==> src/rtl/window_sr_pkg.sv <==
// window_sr_pkg: shared types and index helpers for the sliding-window shift register.
package window_sr_pkg;

    typedef enum logic [1:0] {EMPTY, FILL, FULL} fill_state_t;

    function automatic int fill_w(input int n);
        return $clog2(n + 1);
    endfunction

    function automatic int lane_lo(input int bits, input int n, input int c);
        return c * n * bits;
    endfunction

    function automatic int tap_lo(input int bits, input int n, input int c, input int i);
        return (c * n + i) * bits;
    endfunction

endpackage

==> src/rtl/window_shift_reg_if.sv <==
// window_shift_reg_if: sample-in / window-out handshake bundle for window_shift_reg.
interface window_shift_reg_if
    import window_sr_pkg::*;
#(
    parameter int BITS = 8,
    parameter int N    = 3,
    parameter int CH   = 1
);
    logic [BITS*CH-1:0]   in_data;
    logic                 in_valid;
    logic                 in_sof;
    logic                 in_ready;
    logic [BITS*N*CH-1:0] out_window;
    logic                 out_valid;
    logic                 out_ready;
    logic [fill_w(N)-1:0] fill_cnt;

    modport slave (
        input  in_data, in_valid, in_sof, out_ready,
        output in_ready, out_window, out_valid, fill_cnt
    );

    modport master (
        output in_data, in_valid, in_sof, out_ready,
        input  in_ready, out_window, out_valid, fill_cnt
    );
endinterface

==> src/rtl/window_sr_lane.sv <==
// window_sr_lane: one channel's N-tap chain; tap 0 is newest.
module window_sr_lane #(
    parameter int BITS = 8,
    parameter int N    = 3
) (
    input  logic            clk,
    input  logic            rst,
    input  logic            shift,
    input  logic            clr,
    input  logic            rep,
    input  logic [BITS-1:0] din,
    output logic [BITS*N-1:0] taps
);
    logic [BITS*N-1:0] nxt;

    // replicate wins over clear-and-load, which wins over a plain shift
    always_comb nxt = rep   ? {N{din}} :
                      clr   ? (BITS*N)'(din) :
                      shift ? ((taps << BITS) | (BITS*N)'(din)) : taps;

    always_ff @(posedge clk or posedge rst)
        if (rst) taps <= '0;
        else     taps <= nxt;
endmodule

==> src/rtl/window_shift_reg.sv <==
// window_shift_reg: multi-channel sliding window with fill tracking and frame restart.
// Define WINDOW_SR_REPLICATE_EN to border-replicate the first sample of a frame into all taps.
module window_shift_reg
    import window_sr_pkg::*;
#(
    parameter int BITS = 8,
    parameter int N    = 3,
    parameter int CH   = 1
) (
    input logic               clk,
    input logic               rst,
    window_shift_reg_if.slave bus
);
    localparam int FW = fill_w(N);
    localparam logic [FW-1:0] N_CNT = FW'(N);

    logic [FW-1:0]        fill;
    logic [FW-1:0]        fill_nxt;
    logic                 valid;
    logic                 valid_nxt;
    logic                 accept;
    logic                 sof_acc;
    logic                 shift;
    logic                 clr;
    logic                 rep;
    fill_state_t          state;
    logic [BITS*N*CH-1:0] window;

    assign bus.in_ready   = !valid | bus.out_ready;
    assign accept         = bus.in_valid & bus.in_ready;
    assign sof_acc        = accept & bus.in_sof;
    assign shift          = accept & !bus.in_sof;
    assign bus.out_valid  = valid;
    assign bus.fill_cnt   = fill;
    assign bus.out_window = window;

`ifdef WINDOW_SR_REPLICATE_EN
    localparam logic [FW-1:0] SOF_CNT = N_CNT;
    assign rep = sof_acc;
    assign clr = 1'b0;
`else
    localparam logic [FW-1:0] SOF_CNT = FW'(1);
    assign rep = 1'b0;
    assign clr = sof_acc;
`endif

    for (genvar c = 0; c < CH; c++) begin : g_lane
        window_sr_lane #(.BITS(BITS), .N(N)) u_lane (
            .clk   (clk),
            .rst   (rst),
            .shift (shift),
            .clr   (clr),
            .rep   (rep),
            .din   (bus.in_data[c*BITS +: BITS]),
            .taps  (window[lane_lo(BITS, N, c) +: BITS*N])
        );
    end

    // fill state is fully encoded by the saturating counter
    always_comb begin
        state     = fill == '0 ? EMPTY : fill == N_CNT ? FULL : FILL;
        fill_nxt  = !accept ? fill : bus.in_sof ? SOF_CNT : state == FULL ? fill : fill + 1'b1;
        valid_nxt = (accept && fill_nxt == N_CNT) ? 1'b1 : bus.out_ready ? 1'b0 : valid;
    end

    always_ff @(posedge clk or posedge rst)
        if (rst) begin
            fill  <= '0;
            valid <= 1'b0;
        end else begin
            fill  <= fill_nxt;
            valid <= valid_nxt;
        end
endmodule
==> src/flat_wrapper.sv <==
// flat-port wrapper written by rule: the top's interface ports become plain ports
module window_shift_reg_flat import window_sr_pkg::*;
#(
    parameter int BITS = 8,
    parameter int N    = 3,
    parameter int CH   = 1
)
  (clk, rst, bus_in_data, bus_in_valid, bus_in_sof, bus_out_ready, bus_in_ready, bus_out_window, bus_out_valid, bus_fill_cnt);
  window_shift_reg_if #(.BITS(BITS), .N(N), .CH(CH)) bus_i ();
  input logic clk;
  input logic rst;
  input wire logic [$bits(bus_i.in_data)-1:0] bus_in_data;
  input wire logic [$bits(bus_i.in_valid)-1:0] bus_in_valid;
  input wire logic [$bits(bus_i.in_sof)-1:0] bus_in_sof;
  input wire logic [$bits(bus_i.out_ready)-1:0] bus_out_ready;
  output wire logic [$bits(bus_i.in_ready)-1:0] bus_in_ready;
  output wire logic [$bits(bus_i.out_window)-1:0] bus_out_window;
  output wire logic [$bits(bus_i.out_valid)-1:0] bus_out_valid;
  output wire logic [$bits(bus_i.fill_cnt)-1:0] bus_fill_cnt;
  assign bus_i.in_data = bus_in_data;
  assign bus_i.in_valid = bus_in_valid;
  assign bus_i.in_sof = bus_in_sof;
  assign bus_i.out_ready = bus_out_ready;
  assign bus_in_ready = bus_i.in_ready;
  assign bus_out_window = bus_i.out_window;
  assign bus_out_valid = bus_i.out_valid;
  assign bus_fill_cnt = bus_i.fill_cnt;
  window_shift_reg #(.BITS(BITS), .N(N), .CH(CH)) u_core (.clk(clk), .rst(rst), .bus(bus_i));
endmodule
==> config.mk <==
export PLATFORM = sky130hd
export DESIGN_NAME = window_shift_reg_flat
export DESIGN_NICKNAME = d
export VERILOG_FILES = /design/src/rtl/window_sr_pkg.sv /design/src/rtl/window_shift_reg_if.sv /design/src/rtl/window_sr_lane.sv /design/src/rtl/window_shift_reg.sv /design/src/flat_wrapper.sv
export SDC_FILE = /design/constraint.sdc
export NUM_CORES = 1
export LEC_CHECK = 0
export ABC_AREA = 0
export CAP_MARGIN = 20
export CORE_MARGIN = 1.5
export CORE_UTILIZATION = 45
export DETAILED_ROUTE_END_ITERATION = 10
export GPL_ROUTABILITY_DRIVEN = 0
export MAX_ROUTING_LAYER = met4
export PLACE_DENSITY = 0.89
export SLEW_MARGIN = 20
export SYNTH_ARGS = -nofsm -noshare
export SYNTH_HDL_FRONTEND = slang
export SYNTH_SLANG_ARGS = --single-unit
==> constraint.sdc <==
create_clock -name clk -period 2.9 [get_ports clk]
set_input_delay 0.58 -clock clk [delete_from_list [all_inputs] [get_ports clk]]
set_output_delay 0.58 -clock clk [all_outputs]
set_load 0.02 [all_outputs]
==> impl_metrics.csv <==
group,metric,value,unit
run_status,outcome,"completed",
power_and_ir_drop,leakagePower,0.761,nW
finish,nFillCells,196,
finish,multi_input_area,504,um2
die,die_area,0.00304,mm2
place,pre_cts_slack,394,ps
synthesis,synth_cell_types,16,
timing,period_minus_slack,2510,ps
worst_setup_path,path_class,"primary input to primary output",
power_and_ir_drop,finalPower,0.000984,W
synthesis,syn_area,0.00122,mm2
synthesis,synth_seq_cells,27,
worst_setup_path,crit_required,2320,ps
timing,rsz0062_at_grt,"no",
timing,worst-slew-pin-transition,688,ps
global_routing,grt_max_degree,28,
timing,holdWs,488,ps
worst_hold_path,worstHoldPathType,"primary input to asynchronous set/reset pin",
synthesis,syn-num-nets,95,
global_routing,grt_pass1_wl,3.83,mm
power_and_ir_drop,vdd_ir_drop_max,0.492,mV
timing,fin_skew,6.67,ps
timing,setup_ws,387,ps
worst_setup_path,arrival,1930,ps
die,die_w,55.1,um
finish,final_cell_count_no_fill,153,
clock_tree,clock_latency,330,ps
finish,finalNetCount,137,
place,hpwl,1.67,mm
global_routing,met1_usage,0.253,
global_routing,grtUsageMet3,0.0565,
synthesis,postSynthCellCount,82,
clock_tree,cts_made_buffers,3,
finish,syn_to_final_growth,37.1,%
global_routing,track_usage,0.188,
die,num_rows,18,
route,drc,0,
die,die_h,55.1,um
route,finalWirelength,2.40,mm
timing,finalHoldViolations,0,
clock_tree,post_cts_buffers,0,
power_and_ir_drop,powerDensity,587,mW/mm2
global_routing,gr-total-overflow,0,
timing,maxSlewHeadroom,0.540,
worst_setup_path,end_kind,"primary output",
timing,setup_tns,0,ps
worst_setup_path,cp_max_fo,6,
route,via_per_inst,4.86,
clock_tree,hold_buffers,0,
clock_tree,h-tree-depth,1,
global_routing,antenna_found_initial,0,
flow_run,max_cap_viol_count,0,
finish,n_antenna_cell,0,
route,drt_iter0_markers,4,
die,coreArea,0.00252,mm2
worst_setup_path,worst_setup_path_start_kind,"primary input",
global_routing,grt_pass1_vias,774,
clock_tree,cts_resized,0,
finish,seq_area,676,um2
route,first_pass_iters,2,
timing,period_share,0.867,
timing,finalSetupViolCount,0,
route,ant_nets,0,
route,route.vias.total,743,
clock_tree,cts_root_buf,"clkbuf_4",
clock_tree,cts_tree,"done",
synthesis,synth-seq-area-share,0.553,
place,place_inst,148,
global_routing,use_met2,0.290,
clock_tree,clk_pin_slew,140,ps
clock_tree,cts_sinks,27,
place,port_buffers,40,
timing,final_max_slew_viol_count,0,
timing,fmax,398,MHz
synthesis,synth_area_per_cell,14.9,um2
route,wl_per_cell,15.7,um
die,start_util,0.485,
synthesis,yosys_warnings,0,
finish,layout-drive-gt1-share,0.236,
clock_tree,cts_buffer_depth,2,
die,io_pins,41,
global_routing,top_usage_layer,"met2",
-- final timing paths --
path / startpoint / end / slack, ps / depth (start not counted)
worst max register to register: u_core.bus.out_valid$_DFFE_PP0P_ / u_core.g_lane[0].u_lane.taps[6]$_DFFE_PP0P_ / 1460 / 3
max in group asynchronous: rst / u_core.g_lane[0].u_lane.taps[13]$_DFFE_PP0P_ / 2020 / 3
worst min-delay path: rst / u_core.g_lane[0].u_lane.taps[1]$_DFFE_PP0P_ / 490 / 2
worst min register to register: u_core.g_lane[0].u_lane.taps[20]$_DFFE_PP0P_ / u_core.g_lane[0].u_lane.taps[20]$_DFFE_PP0P_ / 530 / 1
min in group clk: u_core.g_lane[0].u_lane.taps[20]$_DFFE_PP0P_ / u_core.g_lane[0].u_lane.taps[20]$_DFFE_PP0P_ / 530 / 1
worst max-delay path: bus_out_ready / bus_in_ready / 390 / 3
-- state kept, by name (all words and copies together), names as in the netlist --
signal,cells
u_core.bus.out_valid,1
u_core.bus.fill_cnt,2
u_core.g_lane.u_lane.taps,24
-- cells in the final DEF (no fill, tap or decap) --
cell type | netlist | final
a21oi_1 | 2 | 2
and3_1 | 1 | 1
buf_16 | 0 | 1
clkbuf_1 | 0 | 1
clkbuf_4 | 0 | 3
clkdlybuf4s50_1 | 0 | 40
clkinv_1 | 0 | 1
dfrtp_1 | 27 | 27
mux2_2 | 4 | 4
mux2_4 | 20 | 20
nand2_1 | 1 | 1
nand2_4 | 1 | 1
nand2b_1 | 1 | 1
nand3_1 | 1 | 1
nor2_1 | 1 | 1
nor2b_1 | 16 | 16
o21a_1 | 1 | 1
o21ai_0 | 1 | 1
-- power breakdown --
part	internal [W]	switching (W)	total (W)	leakage (nW)
Sequential	0.000432	0.0000421	0.000474	0.338
Clock	0.0000539	0.000111	0.000165	0.0150
Combinational	0.000198	0.000147	0.000346	0.408
-- stage by stage --
| step | utilization | cell area (um2) |
|---|---|---|
| floorplan | - | 1220 |
| detailed placement | 0.643 | 1620 |
| CTS | 0.653 | 1650 |
| finish | 0.664 | 1680 |
| global placement | 0.643 | 1620 |
| global route | 0.664 | 1680 |
-- worst max-delay path, cell delays in order --
cell	delay, ps
clkdlybuf4s50_1	450
nand2b_1	250
clkdlybuf4s50_1	660
-- cells in the mapped netlist, drive strengths merged --
cell | instances | area [um2]
buf | 4 | 38.8
inv | 1 | 3.75
dfrtp | 27 | 676
nand2 | 2 | 15.0
a21oi | 2 | 10.0
and3 | 1 | 6.26
nand2b | 1 | 6.26
mux2 | 24 | 345
nor2 | 1 | 3.75
nand3 | 1 | 5.00
o21a | 1 | 7.51
nor2b | 16 | 100
o21ai | 1 | 5.00
-- cell families (layout without fill, tap and decap cells) --
group                  Yosys count  after routing  synth area share
buffers and inverters            5             46            0.0348
DFF                             27             27             0.553
AOI/OAI and AO/OA                4              4            0.0184
muxes                           24             24             0.282
and+or+nand+nor                 22             22             0.112
-- per-layer routing --
layer	wire (um)	vias up
met2	1090	26
met3	123	0
met4	0	0
met5	0	-
met1	1180	358
li1	-	359
-- area by class of cell --
type,instances,share of cell area
clock buffer,4,0.0157
inverter,1,0.00224
multi-input combinational,50,0.301
sequential,27,0.403
tap,30,0.0224
timing repair buffer,41,0.255
Note: power is estimated with default switching activity, not from simulation.
